===== src/rtl/reg4_ctrl_pkg.sv =====
// rtl/reg4_ctrl_pkg.sv - shared MODO encodings, FSM state codes and direction constants
package reg4_ctrl_pkg;

  localparam logic [1:0] MODO_SHIFT = 2'b00;
  localparam logic [1:0] MODO_ROT   = 2'b01;
  localparam logic [1:0] MODO_LOAD  = 2'b10;
  localparam logic [1:0] MODO_HOLD  = 2'b11;

  localparam logic [1:0] ST_IDLE  = 2'd0;
  localparam logic [1:0] ST_LOAD  = 2'd1;
  localparam logic [1:0] ST_SHIFT = 2'd2;
  localparam logic [1:0] ST_FIN   = 2'd3;

  localparam logic DIR_RIGHT = 1'b0;
  localparam logic DIR_LEFT  = 1'b1;

  // Per-command control bits captured on accept
  typedef struct packed {
    logic dir;
    logic fill;
  } cmdFlagsT;

endpackage


===== src/rtl/reg4_ctrl_cnt.sv =====
// rtl/reg4_ctrl_cnt.sv - loadable down-counter with zero/one flags for the shift sequencer
module reg4_ctrl_cnt #(
  parameter int CNT_W = 3
) (
  input  logic             clk,
  input  logic             reset,
  input  logic             load,
  input  logic [CNT_W-1:0] loadVal,
  input  logic             dec,
  output logic             isZero,
  output logic             isOne
);

  logic [CNT_W-1:0] cnt;

  always_ff @(posedge clk) begin
    if (reset) begin
      cnt <= '0;
    end else if (load) begin
      cnt <= loadVal;
    end else if (dec && (cnt != '0)) begin
      cnt <= cnt - CNT_W'(1);
    end
  end

  assign isZero = (cnt == '0);
  assign isOne  = (cnt == CNT_W'(1));

endmodule


===== src/rtl/reg4_ctrl.sv =====
// rtl/reg4_ctrl.sv - registro4 sequencer: parallel load then N serial shifts, captures S_OUT
// Optional rotate support via macro REG4_CTRL_ROTATE_EN.
module reg4_ctrl
  import reg4_ctrl_pkg::*;
#(
  parameter int WIDTH = 4,
  parameter int CNT_W = 3
) (
  input  logic             CLK,
  input  logic             RESET,
  input  logic             START,
  input  logic [WIDTH-1:0] CMD_DATA,
  input  logic             CMD_DIR,
  input  logic [CNT_W-1:0] CMD_COUNT,
  input  logic             CMD_FILL,
  input  logic             CMD_ROT,
  input  logic             S_OUT,
  output logic             ENB,
  output logic [1:0]       MODO,
  output logic             DIR,
  output logic [WIDTH-1:0] D,
  output logic             S_IN,
  output logic             BUSY,
  output logic             DONE,
  output logic [WIDTH-1:0] RX_DATA
);

  localparam logic [CNT_W-1:0] MAX_CNT = CNT_W'(WIDTH);

  logic [1:0]       state;
  logic [1:0]       nextState;
  logic [WIDTH-1:0] dataL;
  cmdFlagsT         flagsL;
  logic             shiftPhase;
  logic             accept;
  logic [CNT_W-1:0] satCount;
  logic             cntZero;
  logic             cntOne;
  logic [1:0]       shiftModo;

  assign accept   = (state == ST_IDLE) && START && !BUSY;
  assign satCount = (CMD_COUNT > MAX_CNT) ? MAX_CNT : CMD_COUNT;

`ifdef REG4_CTRL_ROTATE_EN
  logic rotL;

  always_ff @(posedge CLK) begin
    if (RESET) begin
      rotL <= 1'b0;
    end else if (accept) begin
      rotL <= CMD_ROT;
    end
  end

  always_comb begin
    shiftModo = rotL ? MODO_ROT : MODO_SHIFT;
  end
`else
  logic unusedRot;
  assign unusedRot = CMD_ROT;

  always_comb begin
    shiftModo = MODO_SHIFT;
  end
`endif

  reg4_ctrl_cnt #(.CNT_W(CNT_W)) uCnt (
    .clk     (CLK),
    .reset   (RESET),
    .load    (accept),
    .loadVal (satCount),
    .dec     (state == ST_SHIFT),
    .isZero  (cntZero),
    .isOne   (cntOne)
  );

  always_comb begin
    nextState = state;
    case (state)
      ST_IDLE:  if (accept) nextState = ST_LOAD;
      ST_LOAD:  nextState = cntZero ? ST_FIN : ST_SHIFT;
      ST_SHIFT: if (cntOne) nextState = ST_FIN;
      ST_FIN:   nextState = ST_IDLE;
      default:  nextState = ST_IDLE;
    endcase
  end

  // Outputs are decoded from the current state and registered, so they trail the state by one cycle
  always_ff @(posedge CLK) begin
    if (RESET) begin
      state      <= ST_IDLE;
      dataL      <= '0;
      flagsL     <= '0;
      shiftPhase <= 1'b0;
      ENB        <= 1'b0;
      MODO       <= MODO_HOLD;
      DIR        <= DIR_RIGHT;
      D          <= '0;
      S_IN       <= 1'b0;
      BUSY       <= 1'b0;
      DONE       <= 1'b0;
      RX_DATA    <= '0;
    end else begin
      state <= nextState;
      if (accept) begin
        dataL       <= CMD_DATA;
        flagsL.dir  <= CMD_DIR;
        flagsL.fill <= CMD_FILL;
      end
      BUSY <= accept | (BUSY & ~DONE);

      // The register shifts on the same edge, so S_OUT still shows the outgoing bit
      if (shiftPhase) begin
        RX_DATA <= {RX_DATA[WIDTH-2:0], S_OUT};
      end

      ENB        <= 1'b0;
      MODO       <= MODO_HOLD;
      S_IN       <= 1'b0;
      DONE       <= 1'b0;
      shiftPhase <= 1'b0;
      case (state)
        ST_LOAD: begin
          ENB     <= 1'b1;
          MODO    <= MODO_LOAD;
          D       <= dataL;
          DIR     <= flagsL.dir;
          RX_DATA <= '0;
        end
        ST_SHIFT: begin
          ENB        <= 1'b1;
          MODO       <= shiftModo;
          DIR        <= flagsL.dir;
          S_IN       <= flagsL.fill;
          shiftPhase <= 1'b1;
        end
        ST_FIN: begin
          DONE <= 1'b1;
        end
        default: ;
      endcase
    end
  end

endmodule

===== config.mk =====
export PLATFORM = sky130hd
export DESIGN_NAME = reg4_ctrl
export DESIGN_NICKNAME = d
export VERILOG_FILES = /design/src/rtl/reg4_ctrl_pkg.sv /design/src/rtl/reg4_ctrl_cnt.sv /design/src/rtl/reg4_ctrl.sv
export SDC_FILE = /design/constraint.sdc
export NUM_CORES = 1
export LEC_CHECK = 0
export CAP_MARGIN = 20
export CELL_PAD_IN_SITES_DETAIL_PLACEMENT = 0
export CELL_PAD_IN_SITES_GLOBAL_PLACEMENT = 2
export CORE_AREA = 3 3 65 67
export CTS_CLUSTER_DIAMETER = 80
export DETAILED_ROUTE_END_ITERATION = 16
export DIE_AREA = 0 0 68 70
export PLACE_DENSITY_LB_ADDON = 0.1
export SYNTH_ARGS = -nofsm -noshare
export SYNTH_HDL_FRONTEND = slang
export SYNTH_SLANG_ARGS = --single-unit

===== constraint.sdc =====
create_clock -name CLK -period 4.25 [get_ports CLK]
set_input_delay 0.6375 -clock CLK [delete_from_list [all_inputs] [get_ports CLK]]
set_output_delay 0.6375 -clock CLK [all_outputs]
set_load 0.005 [all_outputs]

==> results of run 1 <==
[worst min-delay path by stage]
stage | from | endpoint | cells after the start
2_1_floorplan | flagsL[0] | S_IN | 1
3_3_place_gp | flagsL[0] | S_IN | 1
3_5_place_dp | flagsL[0] | S_IN | 1
4_1_cts | flagsL[0] | S_IN | 1
5_1_grt | flagsL[0] | S_IN | 1
6_report | flagsL[0] | S_IN | 1
[metal layers]
| layer | global-route usage [%] | up-vias |
|---|---|---|
| met2 | 16.5 | 21 |
| met1 | 11.4 | 350 |
| met4 | 3.31 | 0 |
| met3 | 2.57 | 2 |
| li1 | - | 412 |
| met5 | 0 | - |
[cells in the final DEF, fill, tap and decap left out]
| cell type | Yosys | final |
|---|---|---|
| sky130_fd_sc_hd__nor2_1 | 14 | 14 |
| sky130_fd_sc_hd__clkdlybuf4s50_1 | 0 | 27 |
| sky130_fd_sc_hd__ha_1 | 8 | 8 |
| sky130_fd_sc_hd__inv_1 | 7 | 7 |
| sky130_fd_sc_hd__dfxtp_1 | 27 | 27 |
| sky130_fd_sc_hd__nor3b_1 | 1 | 1 |
| sky130_fd_sc_hd__xnor2_1 | 1 | 1 |
| sky130_fd_sc_hd__a221oi_2 | 1 | 1 |
| sky130_fd_sc_hd__clkbuf_8 | 0 | 3 |
| sky130_fd_sc_hd__a22oi_4 | 1 | 1 |
| sky130_fd_sc_hd__clkinvlp_4 | 0 | 1 |
| sky130_fd_sc_hd__nor2b_1 | 3 | 3 |
| sky130_fd_sc_hd__a21oi_1 | 3 | 3 |
| sky130_fd_sc_hd__nand2b_1 | 5 | 5 |
| sky130_fd_sc_hd__a311oi_1 | 1 | 1 |
| sky130_fd_sc_hd__a211oi_1 | 2 | 2 |
| sky130_fd_sc_hd__nand3b_2 | 1 | 1 |
| sky130_fd_sc_hd__and2_1 | 1 | 1 |
| sky130_fd_sc_hd__o21ai_2 | 1 | 1 |
| sky130_fd_sc_hd__mux2i_1 | 16 | 16 |
| sky130_fd_sc_hd__nand2_1 | 2 | 2 |
| sky130_fd_sc_hd__nand3_1 | 1 | 1 |
| sky130_fd_sc_hd__nor3_1 | 5 | 5 |
| sky130_fd_sc_hd__a31oi_1 | 1 | 1 |
| sky130_fd_sc_hd__a21o_1 | 1 | 1 |
[where the power goes]
group          switching [µW]  internal, µW
sequential               36.3           306
combinational             164           168
clock                    80.3          66.4
total                     280           540
[flip-flops by register name, summed over array words and instances (netlist names), 2 cells and up]
name / cells
MODO: 2
dataL: 4
flagsL: 2
RX_DATA: 4
uCnt.cnt: 3
state: 2
D: 4
[metrics by stage]
stage,worst slack (ps),hold WS (ps),utilization (%)
floorplan,2890,430,-
global placement,2050,441,38.7
detailed placement,2050,443,38.7
CTS,2330,464,40.1
global route,2250,483,40.1
finish,2330,464,40.1
[cells by family after synthesis]
group                    count (synthesis)  share of synthesized area (%)
AND/OR/NAND/NOR                         33                           14.7
multiplexers                            16                           14.2
flip-flops                              27                           48.0
buffers and inverters                   12                           4.78
XOR/XNOR                                 1                          0.778
adder cells (fa/ha/maj)                  8                           8.89
AO/OA/AOI/OAI                           11                           8.67
[final cells by class]
cell class / count / area (µm²) / share of cell area (%)
sequential: 27 / 541 / 36.6
multi-input combinational: 69 / 532 / 36.0
timing repair buffer: 27 / 270 / 18.3
tap: 48 / 60.1 / 4.06
clock buffer: 3 / 41.3 / 2.79
inverter: 7 / 26.3 / 1.78
clock inverter: 1 / 7.51 / 0.508
==> metrics, run 1 <==
outcome finished clean; Hold Crit Class flip-flop to flip-flop; headroom to the max-slew limit 34.0%; list of most frequent post-synthesis cells sky130_fd_sc_hd__dfxtp_1 (27), sky130_fd_sc_hd__mux2i_1 (16), sky130_fd_sc_hd__nor2_1 (14), sky130_fd_sc_hd__ha_1 (8), sky130_fd_sc_hd__inv_1 (7); startpoint class of the critical path input pin; largest net degree at the start of global routing 26; Crit Reg-Reg Endpoint uCnt.cnt[1]; PnR Total Power 821 µW; routed length on met1 974 µm; Netlist cell types 25; leakage power figure 0.000588 µW; iteration count of the initial detailed-routing pass 2; final worst path period share 45.2%; number of port buffers 27; synthesis-stage register bit count 27; average footprint of a synthesized cell 10.4 µm²; clock root buffer sky130_fd_sc_hd__clkbuf_8; cells after synthesis 108; H-tree depth 1; maximum clock insertion buffer count 2; global routing usage summed across all routing layers 9.69%; number of setup violations in the final report 0; source-to-sink clock delay at the later pin of the worst-skew pair 270 ps; fraction of registers with async set or reset after synthesis 0%; synth-to-layout area growth 31.2%; number of remaining DRC errors 0; fillers 381; final design instance area without fill 1480 µm²; most frequent cell after synthesis sky130_fd_sc_hd__dfxtp_1; cell with the largest stage delay on the worst path sky130_fd_sc_hd__clkdlybuf4s50_1; total congestion overflow after global routing 0; number of antenna diodes 0; total standard cell area after synthesis 1130 µm²; RSZ-0062 raised after global routing false; register area share after synthesis 48.0%; arrival time worst endpoint 2090 ps; final weighted congestion in routability-driven placement 0.647; vias post-DR 785; cell-by-cell listing of the critical path clkdlybuf4s50_1, nor2b_1, and2_1; via count of the first global-routing pass 795; R2R cell count 6; Worst EP required 4420 ps; layout net count 157; DIE AREA 4760 µm²; number of placed instances with taps included 178; number of synthesized flops with an enable pin 0; CP startpoint RESET; Top Layer Used met4; DRC marker count from the first detailed-route iteration 12; endpoint of the most critical setup path S_IN; TritonCTS buffer count 3; predominant post-synthesis flop cell sky130_fd_sc_hd__dfxtp_1; Hold Violations, Final 0; minimum period implied by the final worst setup slack 1920 ps; Crit path depth 3; cell area power density 555 nW/µm²; number of cells in the finished layout apart from fillers 182; Core Box Area 3690 µm²; global-route wire length before repair 3570 µm; routed wl met3 126 µm; maximum resistive drop on vdd 0.000145 V; worst path bufs/invs 1; Via-to-Cell Ratio 4.31; DP Wirelength 1510 µm; area share of the leading cell type in the synthesized netlist 48.0%; Worst Clk Skew 1.31 ps; # resized after CTS 0; share of cells above drive strength 1 5.97%; count of final max-slew check failures 0; Clk pin slew, worst setup/hold paths 90 ps; initial antenna violation count 0; number of warnings reported in the yosys synthesis log 0; category of the worst setup path capture point flip-flop; starting density of the core 30.5%; cell area after placement 1430 µm²; clock tree from TritonCTS done; clock tree sinks 27; Hold-fix buffers, CTS 0; die boundary height 70 µm; sum of negative setup slack 0 ps; Chip Width 68 µm; number of max-cap violations 0; Post-CTS Repair Setup Buffers 0; measured slew at the worst slew-check pin 987 ps; launch instance of the worst register-to-register path state[0]; Worst Path Class, Setup input pin to flip-flop; slack of the worst reg-to-reg path 2540 ps; number of top-level pins 29; final routed wirelength across all metal layers 2110 µm; largest incremental delay on the critical path 1120 ps; dominant cells by area after synthesis sky130_fd_sc_hd__dfxtp_1 (48%), sky130_fd_sc_hd__mux2i_1 (14%), sky130_fd_sc_hd__ha_1 (8.9%); Yosys top cell by area sky130_fd_sc_hd__dfxtp_1; Placement Rows 22; remaining antenna violation count after routing 0; family of cells with the greatest summed delay on the critical path buffers and inverters; met2 WL 988 µm; worst-path maximum fanout 25; synthesized netlist net count 130; Fmax 520 MHz; average detailed-routed wire length per instance 11.6 µm
Power figures use the tool's default switching activity.
==> run 2, diff against run 1 <==
--- a/config.mk
+++ b/config.mk
@@ -8,10 +8,10 @@
 export CAP_MARGIN = 20
 export CELL_PAD_IN_SITES_DETAIL_PLACEMENT = 0
 export CELL_PAD_IN_SITES_GLOBAL_PLACEMENT = 2
-export CORE_AREA = 3 3 65 67
+export CORE_AREA = 3 3 67 69
 export CTS_CLUSTER_DIAMETER = 80
 export DETAILED_ROUTE_END_ITERATION = 16
-export DIE_AREA = 0 0 68 70
+export DIE_AREA = 0 0 70 72
 export PLACE_DENSITY_LB_ADDON = 0.1
 export SYNTH_ARGS = -nofsm -noshare
 export SYNTH_HDL_FRONTEND = slang
==> constraint.sdc (replaced) <==
create_clock -name CLK -period 2 [get_ports CLK]
set_input_delay 0.3 -clock CLK [delete_from_list [all_inputs] [get_ports CLK]]
set_output_delay 0.3 -clock CLK [all_outputs]
set_load 0.005 [all_outputs]
==> metrics, run 2 (same netlist as run 1, synthesis figures left out) <==
Multi-input gate area 532 µm² (unchanged); clock share of power 17.5% (-0.4 points); clock tree sinks 27 (unchanged); count of final max-slew check failures 0 (unchanged); switching power share of the total 34.1% (-0.044 points); CP startpoint state[0]; final routed wirelength across all metal layers 2180 µm (+3.7%); largest incremental delay on the critical path 360 ps (-760 ps); cell area power density 1170 nW/µm² (+110%); average detailed-routed wire length per instance 11.7 µm (+1.4%); category of the worst setup path capture point flip-flop; Hold-fix buffers, CTS 0 (unchanged); DP Wirelength 1630 µm (+8.2%); cell with the largest stage delay on the worst path sky130_fd_sc_hd__nand3b_2; vias post-DR 822 (+4.7%); launch instance of the worst register-to-register path state[0]; DRC marker count from the first detailed-route iteration 22 (+10); sum of negative setup slack 0 ps (unchanged); TritonCTS buffer count 3 (unchanged); fillers 412 (+8.1%); source-to-sink clock delay at the later pin of the worst-skew pair 270 ps (about the same); measured slew at the worst slew-check pin 462 ps (-525 ps); DIE AREA 5040 µm² (+5.9%); leakage power figure 0.000602 µW (+2.3%); # resized after CTS 0 (unchanged); clock tree from TritonCTS done; initial antenna violation count 0 (unchanged); Via-to-Cell Ratio 4.42 (+2.5%); headroom to the max-slew limit 69.2% (+35 points); Core Box Area 3970 µm² (+7.7%); RSZ-0062 raised after global routing false; cell-by-cell listing of the critical path inv_1, ha_1, nand3b_2, nor3b_1, a31oi_1, nor2_1; Worst Path Class, Setup flip-flop to flip-flop; total congestion overflow after global routing 0 (unchanged); clock root buffer sky130_fd_sc_hd__clkbuf_8; minimum period implied by the final worst setup slack 1710 ps; Min-Delay Startpoint flagsL[0]; number of max-cap violations 0 (unchanged); Chip Width 70 µm (+2.9%); leading cell types in the layout, fill and taps excluded sky130_fd_sc_hd__dfxtp_1 (27), sky130_fd_sc_hd__clkdlybuf4s50_1 (27), sky130_fd_sc_hd__mux2i_1 (16); Worst EP required 2210 ps (-2210 ps); Gate power share 40.7% (+0.3 points); worst-path maximum fanout 13 (-48%); arrival time worst endpoint 1920 ps (-170 ps); number of antenna diodes 0 (unchanged); Fmax 585 MHz; net switching power 595 µW (+110%); synth-to-layout area growth 32.6%; share of cells above drive strength 1 7.35% (+1.4 points); final weighted congestion in routability-driven placement 0.631 (-2.4%); Placement Rows 23 (+4.5%); number of top-level pins 29 (unchanged); final worst path period share 85.4%; Hold Violations, Final 0 (unchanged); Reg area 541 µm² (unchanged); starting density of the core 28.4% (-2.2 points); largest net degree at the start of global routing 16 (-38%); die boundary height 72 µm (+2.9%); via count of the first global-routing pass 857 (+7.8%); Hold Crit Class flip-flop to flip-flop; H-tree depth 1 (unchanged); iteration count of the initial detailed-routing pass 2 (unchanged); global-route wire length before repair 3840 µm (+7.5%); number of setup violations in the final report 0 (unchanged); global routing usage summed across all routing layers 9.48% (-0.21 points); layout net count 159 (+1.3%); number of remaining DRC errors 0 (unchanged); remaining antenna violation count after routing 0 (unchanged); outcome finished clean; registers with the most flip-flops D: 4 flops, RX_DATA: 4 flops, dataL: 4 flops; internal power 1150 µW (+110%); startpoint class of the critical path flip-flop; Worst Clk Skew 5.93 ps (+4.63 ps); sequential share of power 41.7% (about the same); PnR Total Power 1740 µW (+110%); maximum resistive drop on vdd 0.000365 V (+150%); Post-CTS Repair Setup Buffers 0 (unchanged); maximum clock insertion buffer count 2 (unchanged); number of port buffers 27 (unchanged); Clk pin slew, worst setup/hold paths 90 ps (about the same)
[run 2: cell count changes in the layout (fill, tap and decap cells not counted), sizes merged]
| cell | change |
|---|---|
| buf | +2 |
| clkinv | +1 |
| clkinvlp | -1 |
[run 2: cell type report]
cell class                 count  area share (%)
clock inverter                 1           0.335
tap                           50            4.19
inverter                       7            1.76
multi-input combinational     69            35.6
clock buffer                   3            2.77
timing repair buffer          29            19.1
sequential                    27            36.2
[run 2: path summary, 6_finish.rpt]
check	end	cells past startpoint	slack [ps]
hold reg to reg	S_IN	1	470
setup reg to reg	uCnt.cnt[1]	6	290
setup / recovery	uCnt.cnt[1]	6	290
hold / removal	S_IN	1	470
[run 2: power by group through the flow]
| stage | Clock, µW | Sequential, µW | Combinational, µW |
|---|---|---|---|
| floorplan | 0 | 725 | 528 |
| global placement | 0 | 738 | 721 |
| detailed placement | 0 | 741 | 723 |
| CTS | 326 | 730 | 730 |
| global route | 346 | 746 | 791 |
| finish | 306 | 727 | 710 |
[run 2: critical path: cells and delay by family, from the launching register on]
kind	cells	cell delay, ps
AND/OR/NAND/NOR	3	760
buffers and inverters	1	160
AO/OA/AOI/OAI	1	70
flip-flops	1	340
adder cells (fa/ha/maj)	1	330
[run 2: per-stage QoR]
step                      hold slack [ps]  std cells  utilization [%]  setup WS, ps  cell area [µm²]
after floorplan                       366        108                -           637             1130
final                                 470        186             37.6           292             1490
after CTS                             470        186             37.6           250             1490
after global routing                  506        186             37.6           115             1490
after global placement                446        182             36.4           306             1450
after detailed placement              446        182             36.4           283             1450
[run 2: metal layers]
metal	up-vias	track usage, %	wire [µm]
met5	-	0	0
met4	0	3.83	36
met3	4	2.35	119
met2	21	16.6	1010
met1	378	11.1	1020
li1	419	-	-
==> run 3, diff against run 2 <==
--- a/config.mk
+++ b/config.mk
@@ -5,6 +5,7 @@
 export SDC_FILE = /design/constraint.sdc
 export NUM_CORES = 1
 export LEC_CHECK = 0
+export ABC_CLOCK_PERIOD_IN_PS = 2000
 export CAP_MARGIN = 20
 export CELL_PAD_IN_SITES_DETAIL_PLACEMENT = 0
 export CELL_PAD_IN_SITES_GLOBAL_PLACEMENT = 2
==> results of run 3 <==
No change in the layout: final DEF, timing and power equal those of run 2.
